File: src/rtl/core_sequencer.sv
// rtl/core_sequencer.sv - multi-cycle fetch/decode/exec/mem/wb control FSM for the RV32 core
//
// Optional feature macro: SEQ_INSTRET_EN (64-bit retired-instruction counter on instret).
//
// Ports:
//   clk, rst                    : clock, synchronous active-high reset
//   start                       : leave IDLE and begin fetching
//   imem_req / imem_ready       : instruction fetch handshake
//   dmem_req / dmem_we / dmem_ready : data access handshake
//   mem_read .. instr_invalid   : decode flags from the held instruction register
//   branch_taken                : comparator result (EXEC/WB)
//   ir_we, mdr_we, rf_we, pc_we : datapath register write enables
//   pc_src                      : 0 pc+4, 1 branch, 2 JAL, 3 JALR
//   halted, illegal, bus_err    : sticky halt and its cause
//   state_o                     : current state (debug)
//   instret                     : retired instruction count (0 when feature disabled)
module core_sequencer #(
    parameter int TIMEOUT_CYCLES = 255,
    localparam int CNT_W = (TIMEOUT_CYCLES > 0) ? $clog2(TIMEOUT_CYCLES + 1) : 1
) (
    input  logic        clk,
    input  logic        rst,
    input  logic        start,
    output logic        imem_req,
    input  logic        imem_ready,
    output logic        dmem_req,
    output logic        dmem_we,
    input  logic        dmem_ready,
    input  logic        mem_read,
    input  logic        mem_write,
    input  logic        reg_write,
    input  logic        is_branch,
    input  logic        is_jump,
    input  logic        is_jalr,
    input  logic        is_final,
    input  logic        instr_invalid,
    input  logic        branch_taken,
    output logic        ir_we,
    output logic        mdr_we,
    output logic        rf_we,
    output logic        pc_we,
    output logic [1:0]  pc_src,
    output logic        halted,
    output logic        illegal,
    output logic        bus_err,
    output logic [2:0]  state_o,
    output logic [63:0] instret
);

    typedef enum logic [2:0] {
        S_IDLE   = 3'd0,
        S_FETCH  = 3'd1,
        S_DECODE = 3'd2,
        S_EXEC   = 3'd3,
        S_MEM    = 3'd4,
        S_WB     = 3'd5,
        S_HALT   = 3'd6
    } state_t;

    localparam bit             TO_EN   = (TIMEOUT_CYCLES > 0);
    localparam logic [CNT_W-1:0] TO_LAST = CNT_W'((TIMEOUT_CYCLES > 0) ? TIMEOUT_CYCLES - 1 : 0);

    state_t           state;
    state_t           state_d;
    logic [CNT_W-1:0] wait_cnt;
    logic             cnt_inc;
    logic             timeout_hit;
    logic             set_illegal;

    // State register, wait counter and sticky halt causes.
    always_ff @(posedge clk) begin
        if (rst) begin
            state    <= S_IDLE;
            wait_cnt <= '0;
            illegal  <= 1'b0;
            bus_err  <= 1'b0;
        end else begin
            state <= state_d;
            // Counter restarts on every state change so each wait is timed on its own.
            if (state_d != state) begin
                wait_cnt <= '0;
            end else if (cnt_inc) begin
                wait_cnt <= wait_cnt + CNT_W'(1);
            end
            if (set_illegal) begin
                illegal <= 1'b1;
            end
            if (timeout_hit) begin
                bus_err <= 1'b1;
            end
        end
    end

    // Next-state logic. A ready seen on the expiry cycle takes the normal path.
    always_comb begin
        state_d     = state;
        cnt_inc     = 1'b0;
        timeout_hit = 1'b0;
        set_illegal = 1'b0;
        case (state)
            S_IDLE: begin
                if (start) begin
                    state_d = S_FETCH;
                end
            end
            S_FETCH: begin
                if (imem_ready) begin
                    state_d = S_DECODE;
                end else if (TO_EN && (wait_cnt == TO_LAST)) begin
                    state_d     = S_HALT;
                    timeout_hit = 1'b1;
                end else begin
                    cnt_inc = 1'b1;
                end
            end
            S_DECODE: begin
                if (instr_invalid) begin
                    state_d     = S_HALT;
                    set_illegal = 1'b1;
                end else if (is_final) begin
                    state_d = S_HALT;
                end else begin
                    state_d = S_EXEC;
                end
            end
            S_EXEC: begin
                state_d = (mem_read || mem_write) ? S_MEM : S_WB;
            end
            S_MEM: begin
                if (dmem_ready) begin
                    state_d = S_WB;
                end else if (TO_EN && (wait_cnt == TO_LAST)) begin
                    state_d     = S_HALT;
                    timeout_hit = 1'b1;
                end else begin
                    cnt_inc = 1'b1;
                end
            end
            S_WB: begin
                state_d = S_FETCH;
            end
            default: begin
                state_d = S_HALT;
            end
        endcase
    end

    // Output decode: Moore requests, Mealy latch strobes.
    always_comb begin
        imem_req = 1'b0;
        ir_we    = 1'b0;
        dmem_req = 1'b0;
        dmem_we  = 1'b0;
        mdr_we   = 1'b0;
        rf_we    = 1'b0;
        pc_we    = 1'b0;
        pc_src   = 2'd0;
        halted   = 1'b0;
        case (state)
            S_FETCH: begin
                imem_req = 1'b1;
                ir_we    = imem_ready;
            end
            S_MEM: begin
                dmem_req = 1'b1;
                dmem_we  = mem_write;
                mdr_we   = dmem_ready & mem_read;
            end
            S_WB: begin
                // A store never writes the register file.
                rf_we = reg_write & ~mem_write;
                pc_we = 1'b1;
                if (is_jump && is_jalr) begin
                    pc_src = 2'd3;
                end else if (is_jump) begin
                    pc_src = 2'd2;
                end else if (is_branch && branch_taken) begin
                    pc_src = 2'd1;
                end else begin
                    pc_src = 2'd0;
                end
            end
            S_HALT: begin
                halted = 1'b1;
            end
            default: begin
            end
        endcase
    end

    assign state_o = state;

`ifdef SEQ_INSTRET_EN
    logic [63:0] instret_q;

    always_ff @(posedge clk) begin
        if (rst) begin
            instret_q <= '0;
        end else if (state == S_WB) begin
            instret_q <= instret_q + 64'd1;
        end
    end

    assign instret = instret_q;
`else
    assign instret = '0;
`endif

endmodule

File: config.mk
export PLATFORM = sky130hd
export DESIGN_NAME = core_sequencer
export DESIGN_NICKNAME = d
export VERILOG_FILES = /design/src/rtl/core_sequencer.sv
export SDC_FILE = /design/constraint.sdc
export NUM_CORES = 1
export LEC_CHECK = 0
export CAP_MARGIN = 20
export CORE_AREA = 2 2 65 67
export CTS_CLUSTER_DIAMETER = 150
export DETAILED_ROUTE_END_ITERATION = 8
export DIE_AREA = 0 0 67 69
export PLACE_DENSITY = 0.79
export SLEW_MARGIN = 20
export SYNTH_ARGS = -nofsm -noshare
export SYNTH_HDL_FRONTEND = slang
export SYNTH_SLANG_ARGS = --single-unit
File: constraint.sdc
create_clock -name clk -period 2.4 [get_ports clk]
set_input_delay 0.48 -clock clk [delete_from_list [all_inputs] [get_ports clk]]
set_output_delay 0.48 -clock clk [all_outputs]
set_load 0.005 [all_outputs]
Yosys cells after proc, flatten, opt, wreduce, memory -nomap -nowiden
Index checks and enable logic that the tools add are counted.

storage, ports and cells
  output and inout port bits = 79
  latch bits = 0
  bits in writable memories = 0
  logic and storage cells = 51
  ROM bits = 0
  register bits after elaboration = 13
  input bits = 14
  memories = 0

operators by class
  $mul = 0
  div/mod/pow operators = 0
  bitwise gates (word level) = 3
  equality and inequality tests = 8
  muxes and demuxes = 30
  shifts and indexed selects = 0
  reductions and logical operators = 5
  order comparisons = 0
  add/sub/neg operators = 1

operators by type and width
  kind                                                 count
  two-way mux 1 bit                                    18
  two-way mux 3 bit                                    6
  one-hot mux 3 bit (6 select lines)                   1
  equality test 3 bit, second input constant           3
  adder 8 x 1 -> 8 bit, second input constant          1
  equality test 8 bit, second input constant           1
  equality test 3 x 2 -> 1 bit, second input constant  2
  two-way mux 2 bit                                    3
  one-hot mux 1 bit (2 select lines)                   2
  equality test 3 x 1 -> 1 bit, second input constant  1
  zero test 3 bit                                      1
  inequality test 3 bit                                1
  bitwise AND 1 bit                                    2
  logical AND 1 bit                                    2
  OR reduction 2 bit                                   1
  logical OR 1 bit                                     1
  inverter 1 bit                                       1

Depth between registers and ports, before layout
Gate-level depths: netlist of the first run.

  word-level depth = 6
  gate-level depth with buffers = 6
  gate-level depth less buffers = 6

Worst setup path after synthesis of the first run
Ideal clock, no wire load.

  path kind = input port to flip-flop
  from = input port imem_ready
  to = register wait_cnt[3]
  stages = 4
  path slack = 698 ps
  required time = 2,321 ps
  buffers on the path = 0
  arrival time = 1,622 ps
  library setup time = 79 ps
  path through = nor4b_4 > nor2_2 > or4_1 > a211oi_2

between the ends
  word-level cells in the longest chain between the ends = 4
  elaborated cells on any way between the ends = 6
  classes of those cells = 1 x eq/ne; 4 x mux; 1 x reduce/logical

ends and longest elaborated chain
  element                              RTL line  source
  start, declared                      25        input logic imem_ready,
  two-way mux 3 bit                    107       if (imem_ready) begin
  one-hot mux 3 bit (6 select lines)   100       case (state)
  inequality test 3 bit                80        if (state_d != state) begin
  OR reduction 2 bit (no source line)  --
  end signal, assigned                 83        wait_cnt <= wait_cnt + CNT_W'(1);
  end, declared                        65        logic [CNT_W-1:0] wait_cnt;

Parallel ways exist; a longest one is shown, timed or not.
A chain may end at the register's enable or synchronous reset.

Worst setup path after layout of the first run
  from = register state[0], in the netlist state_o[0]
  to = output port rf_we

between the ends
  word-level cells in the longest chain between the ends = 2

ends and longest elaborated chain
  element                 RTL line  source
  start, declared         63        state_t state;
  start signal, assigned  78        state <= state_d;
  equality test 3 bit     159       case (state)
  two-way mux 1 bit       159
  end, declared           40        output logic rf_we,

No other way between the ends.

==> results of run 1 <==
power groups by stage:
stage	logic, mW	registers, mW	clock network (mW)
6_report	0.148	0.239	0.194
5_1_grt	0.166	0.239	0.212
4_1_cts	0.146	0.238	0.199
3_5_place_dp	0.144	0.243	0
3_3_place_gp	0.143	0.242	0
2_1_floorplan	0.170	0.233	0
placed cells by master (no fill, tap or decap), types with 3 or more instances in the layout:
master,instances
and3_1,3
clkdlybuf4s50_1,28
nor2_1,9
dfxtp_1,13
nand2b_1,3
a211oi_1,3
a21oi_1,5
inv_1,6
or3_1,4
nand2_1,7
nand3_1,3
conb_1,64
o21ai_0,3
mux2i_1,3
nor3_1,3
clkbuf_8,3
and2_1,3
flip-flops by register name, summed over array words and instances, names as in the netlist:
signal and count:
state_o 3, wait_cnt 8, illegal 1, bus_err 1
per-stage QoR:
stage | worst slack (ps) | hold WS [ps] | util | std cells
2_1_floorplan | 698 | 460 | - | 232
3_3_place_gp | 140 | 459 | 0.367 | 245
3_5_place_dp | 134 | 481 | 0.367 | 245
4_1_cts | 77.4 | 495 | 0.379 | 249
5_1_grt | 24.9 | 547 | 0.380 | 249
6_report | 146 | 488 | 0.380 | 249
path summary, 6_finish.rpt:
| kind | startpoint | endpoint | slack, ps | depth (start not counted) |
|---|---|---|---|---|
| max | state_o[0] | rf_we | 150 | 3 |
| min | bus_err | bus_err | 490 | 2 |
| max reg2reg | state_o[1] | wait_cnt[3] | 370 | 5 |
| min reg2reg | bus_err | bus_err | 490 | 2 |
critical path, cell delays in order (launching register included):
cell	delay, ps
dfxtp_1	560
nand3_1	220
nor3b_1	230
clkdlybuf4s50_1	530
timing repair:
item,in CTS,in global routing
endpoints found under the setup margin,0,1
resized for setup,0,1
hold endpoints to repair,0,0
cell families (layout without fill, tap and decap cells):
family / count (synthesis) / after routing / share of synthesized area
flip-flops: 13 / 13 / 0.193
other: 1 / 64 / 0.00278
multiplexers: 3 / 3 / 0.0222
AND/OR/NAND/NOR: 48 / 48 / 0.221
buffers and inverters: 74 / 41 / 0.395
adder cells (fa/ha/maj): 2 / 2 / 0.0185
AO/OA/AOI/OAI: 28 / 28 / 0.148
per-layer routing:
metal	GRT usage	part of all wire	vias up
met5	0	0	-
met4	0.0408	0.012	0
met3	0.0245	0.11	3
met2	0.184	0.52	59
met1	0.100	0.36	479
li1	-	-	512
final cells by class:
class / count / area share
tap: 50 / 0.0421
sequential: 13 / 0.175
clock buffer: 4 / 0.0303
multi-input combinational: 145 / 0.537
timing repair buffer: 30 / 0.198
inverter: 7 / 0.0177
==> results.py, run 1 <==
metrics = {
    "drt": {
        "dr.pass1.iters": 4,
        "detail-route-antenna-nets": 0,
        "drt_iter0_markers": 33,
        "wl_per_cell_um": 10.1,
        "wirelength_um": 2520,
        "via_per_inst": 4.23,
        "vias": 1053,
        "drc_errors": 0,
    },
    "sta": {
        "layout_min_cycle_time_ps": 2250,
        "rsz0062_at_grt": "no",
        "max_freq_mhz": 444,
        "hold_viol_final": 0,
        "fin_skew_ps": 2.77,
        "tns_ps": 0,
        "fin_crit_sh": 0.939,
        "setup-violations-final": 0,
        "final-max-slew-violation-count": 0,
    },
    "synthesis": {
        "ys.flop_type": "dfxtp_1",
        "yosysMostFrequentCell": "buf_4",
        "synth_seq_cells": 13,
        "ys_types": 43,
        "ys_warn_count": 0,
        "synth_top_area_frac": 0.367,
        "synth_area_leaders": "buf_4, dfxtp_1, nor4b_4",
        "avgSynthCellArea_um2": 7.99,
        "synth_cells": 169,
        "yosysTopAreaCell": "buf_4",
        "seq_area_frac_synth": 0.193,
        "synth-async-reset-ratio": 0,
        "syn_area_mm2": 0.00135,
        "yosys-top-cells-count": "buf_4, dfxtp_1, nor2_1",
        "synth_edf_count": 0,
    },
    "pwr": {
        "power_frac_comb": 0.255,
        "switchingPower_mw": 0.171,
        "peakVddDrop_uv": 160,
        "swShare": 0.295,
        "power_frac_seq": 0.411,
        "pwr-share-clk": 0.334,
        "intPower_mw": 0.410,
        "leakagePower_nw": 0.651,
        "p_per_area_mw_per_mm2": 390,
        "total_power_mw": 0.581,
    },
    "floorplanning": {
        "die_x_um": 67,
        "core-area_mm2": 0.00391,
        "num_io_pins": 93,
        "die_h_um": 69,
        "die_area_mm2": 0.00462,
        "rows": 23,
        "initial_utilization": 0.345,
    },
    "placed_design": {
        "hpwl_um": 1960,
        "gp_congestion": 0.896,
        "numPortBuffers": 28,
        "post_dp_cell_area_mm2": 0.00144,
    },
    "final_layout": {
        "area_growth_pct": 10.2,
        "multi_input_area_um2": 798,
        "design_area_mm2": 0.00149,
        "fill_cells": 414,
        "n_antenna_cell": 0,
        "final_layout_size_suffix_gt1_frac": 0.0653,
        "finalNetCount": 216,
        "regArea_um2": 260,
    },
    "clock_tree": {
        "cts_buffers": 3,
        "cts.sinks": 13,
        "clk_latency_ps": 240,
        "postCtsSetupBuffers": 0,
        "clk_path_buf_depth": 2,
        "ctsHoldBuffers": 0,
        "root_buffer": "clkbuf_8",
        "cts_tree": "yes",
        "cts_max_level": 1,
        "clkTransAtPathRegs_ps": 50,
    },
    "grt": {
        "grt_pass1_vias": 885,
        "antenna_found_initial": 0,
        "grt-ovfl-total": 0,
        "grt_pass1_wl_um": 3680,
        "grt_max_degree": 12,
        "track_usage": 0.0986,
    },
    "setup_path": {
        "required_ps": 1920,
        "arrival_ps": 1770,
        "worst_setup_path_start_kind": "register",
        "setup.worst_path.end_class": "primary output",
        "critPathMaxFanout": 11,
        "crit_type": "register to primary output",
    },
    "worst_hold_path": {
        "min_path_type": "register to register",
    },
    "run": {
        "maxCapViolCount": 0,
    },
    "outcome": {
        "status": "completed",
    },
}
No activity file was read; power rests on OpenSTA's default activity.
==> run 2: changes to the inputs <==
--- a/config.mk
+++ b/config.mk
@@ -5,12 +5,13 @@
 export SDC_FILE = /design/constraint.sdc
 export NUM_CORES = 1
 export LEC_CHECK = 0
+export ABC_AREA = 1
 export CAP_MARGIN = 20
-export CORE_AREA = 2 2 65 67
+export CORE_AREA = 2 2 66 68
 export CTS_CLUSTER_DIAMETER = 150
 export DETAILED_ROUTE_END_ITERATION = 8
-export DIE_AREA = 0 0 67 69
-export PLACE_DENSITY = 0.79
+export DIE_AREA = 0 0 68 70
+export PLACE_DENSITY = 0.78
 export SLEW_MARGIN = 20
 export SYNTH_ARGS = -nofsm -noshare
 export SYNTH_HDL_FRONTEND = slang
==> run 2 against run 1 <==
- flip-flop and latch count is the same
- sequential power grew 4%
- maximum frequency grew 2.2%
- critical path type is now input port to primary output
==> results.py, run 2 <==
metrics = {
    "drt": {
        "wl_per_cell_um": 8.31,
        "drc_errors": 0,
        "drt_iter0_markers": 76,
        "detail-route-antenna-nets": 0,
        "via_per_inst": 3.85,
        "vias": 1146,
        "wirelength_um": 2480,
        "dr.pass1.iters": 4,
    },
    "floorplanning": {
        "rows": 24,
        "die_area_mm2": 0.00476,
        "die_h_um": 70,
        "die_x_um": 68,
        "initial_utilization": 0.339,
        "core-area_mm2": 0.00414,
        "num_io_pins": 93,
    },
    "final_layout": {
        "layout_commonest_cell": "conb_1",
        "area_growth_pct": 9.62,
        "n_antenna_cell": 0,
        "final_util": 0.372,
        "top_register": "wait_cnt",
        "final_cells": 298,
        "largest_reg_flops": 8,
        "final_cell_mix": "conb_1, nand2_1, nor2_1, clkdlybuf4s50_1, inv_1",
        "finalNetCount": 263,
        "final_layout_size_suffix_gt1_frac": 0.0691,
    },
    "grt": {
        "grt_pass1_wl_um": 3800,
        "grt-ovfl-total": 0,
        "antenna_found_initial": 0,
        "grt_max_degree": 11,
        "grt_pass1_vias": 947,
        "track_usage": 0.102,
    },
    "clock_tree": {
        "cts_resized": 0,
        "clk_path_buf_depth": 2,
        "clkTransAtPathRegs_ps": 50,
        "cts.sinks": 13,
        "ctsHoldBuffers": 0,
        "root_buffer": "clkbuf_8",
        "clk_latency_ps": 240,
        "cts_max_level": 1,
        "cts_buffers": 3,
        "postCtsSetupBuffers": 0,
        "cts_tree": "yes",
    },
    "synthesis": {
        "synth_top_area_frac": 0.342,
        "syn_area_mm2": 0.00141,
        "yosysTopAreaCell": "buf_4",
        "yosys-top-cells-count": "buf_4, nand2_1, nor2_1",
        "ys_types": 25,
        "synth_edf_count": 0,
        "synth_area_leaders": "buf_4, dfxtp_1, nand2_1",
        "seq_area_frac_synth": 0.185,
        "synth_cells": 216,
        "synth-async-reset-ratio": 0,
        "synth_seq_cells": 13,
        "yosysMostFrequentCell": "buf_4",
        "ys.flop_type": "dfxtp_1",
        "avgSynthCellArea_um2": 6.51,
        "ys_warn_count": 0,
    },
    "run": {
        "maxCapViolCount": 0,
    },
    "setup_path": {
        "cp_slowest_cell": "clkdlybuf4s50_1",
        "cp_cell_sequence": "clkdlybuf4s50_1 -> nand3_1 -> nor2_1 -> clkdlybuf4s50_1",
        "reg2reg_slack_ps": 820,
        "crit_top_cell": "clkdlybuf4s50_1",
        "arrival_ps": 1730,
        "crit_type": "input port to primary output",
        "worst_setup_path_start_kind": "input port",
        "setup.worst_path.end_class": "primary output",
        "required_ps": 1920,
        "critPathMaxFanout": 3,
        "max_stage_delay_ps": 520,
    },
    "sta": {
        "setup-violations-final": 0,
        "layout_min_cycle_time_ps": 2210,
        "tns_ps": 0,
        "rsz0062_at_grt": "no",
        "max_freq_mhz": 453,
        "final-max-slew-violation-count": 0,
        "fin_skew_ps": 2.30,
        "fin_crit_sh": 0.919,
        "hold_viol_final": 0,
    },
    "pwr": {
        "p_per_area_mw_per_mm2": 434,
        "intPower_mw": 0.435,
        "swShare": 0.349,
        "power_frac_seq": 0.373,
        "leakagePower_nw": 0.780,
        "pwr-share-clk": 0.293,
        "power_frac_comb": 0.334,
        "peakVddDrop_uv": 136,
        "switchingPower_mw": 0.233,
    },
    "placed_design": {
        "hpwl_um": 2080,
        "gp_congestion": 0.866,
        "place_inst": 294,
        "numPortBuffers": 28,
    },
    "outcome": {
        "status": "completed",
    },
    "worst_hold_path": {
        "min_path_type": "register to register",
    },
}
run 2: changes by cell type in the layout (fill, tap and decap cells not counted), moves of 3 or more:
cell,before,now
nand2_1,7,34
inv_1,6,25
nor2_1,9,28
nand3_1,3,9
or3_1,4,0
a211oi_1,3,0
and2_1,3,0
and3_1,3,0
inv_2,1,4
mux2i_1,3,0
nand2b_1,3,0
xor2_1,0,3
run 2: worst paths after layout:
path | end | from | depth (start not counted)
setup / recovery | mdr_we | dmem_ready | 4
hold / removal | illegal | illegal | 2
setup reg to reg | wait_cnt[5] | wait_cnt[0] | 11
hold reg to reg | illegal | illegal | 2
run 2: kinds of logic after synthesis:
kind of cell / synth area share
adders and majority gates: 0.0178
xor gates and xnor gates: 0.0312
AOI/OAI and AO/OA: 0.0641
DFF: 0.185
other: 0.00267
buffers and inverters: 0.434
and+or+nand+nor: 0.265
run 2: power groups by stage:
| stage | logic [mW] | registers (mW) | clock network [mW] |
|---|---|---|---|
| 2_1_floorplan | 0.228 | 0.244 | 0 |
| 4_1_cts | 0.224 | 0.249 | 0.204 |
| 5_1_grt | 0.256 | 0.252 | 0.217 |
| 3_5_place_dp | 0.223 | 0.254 | 0 |
| 6_report | 0.223 | 0.249 | 0.196 |
| 3_3_place_gp | 0.221 | 0.254 | 0 |
run 2: final cells by class:
type | instances | area (um^2)
Timing Repair Buffer | 28 | 280
Sequential cell | 13 | 260
Clock buffer | 4 | 45.0
Fill cell | 466 | 2600
Inverter | 30 | 118
Tap cell | 52 | 65.1
Multi-Input combinational cell | 171 | 772
run 2: metal layers:
| layer | global-route usage | part of all wire | routed length, um |
|---|---|---|---|
| met3 | 0.0306 | 0.13 | 313 |
| met2 | 0.183 | 0.50 | 1250 |
| met5 | 0 | 0 | 0 |
| met4 | 0.0400 | 0.015 | 36 |
| met1 | 0.106 | 0.35 | 877 |
run 2: critical path: cells and delay by family:
family | cells | cell delay (ps)
buffers and inverters | 2 | 1020
and+or+nand+nor | 2 | 230
run 2: per-stage QoR:
stage                     area, um^2  hold WS (ps)  total power, mW  setup slack [ps]
after floorplan                 1640           460            0.472              1010
after global placement          1500           480            0.474               192
after detailed placement        1500           480            0.476               185
after CTS                       1540           499            0.677               176
after global routing            1540           525            0.724              74.2
final                           1540           489            0.668               193
==> run 3: changes to the inputs <==
--- a/config.mk
+++ b/config.mk
@@ -9,8 +9,10 @@
 export CAP_MARGIN = 20
 export CORE_AREA = 2 2 66 68
 export CTS_CLUSTER_DIAMETER = 150
+export CTS_CLUSTER_SIZE = 14
 export DETAILED_ROUTE_END_ITERATION = 8
 export DIE_AREA = 0 0 68 70
+export HOLD_SLACK_MARGIN = 0.1
 export PLACE_DENSITY = 0.78
 export SLEW_MARGIN = 20
 export SYNTH_ARGS = -nofsm -noshare
==> results of run 3 <==
Final layout, timing and power as in run 2 (identical DEF).
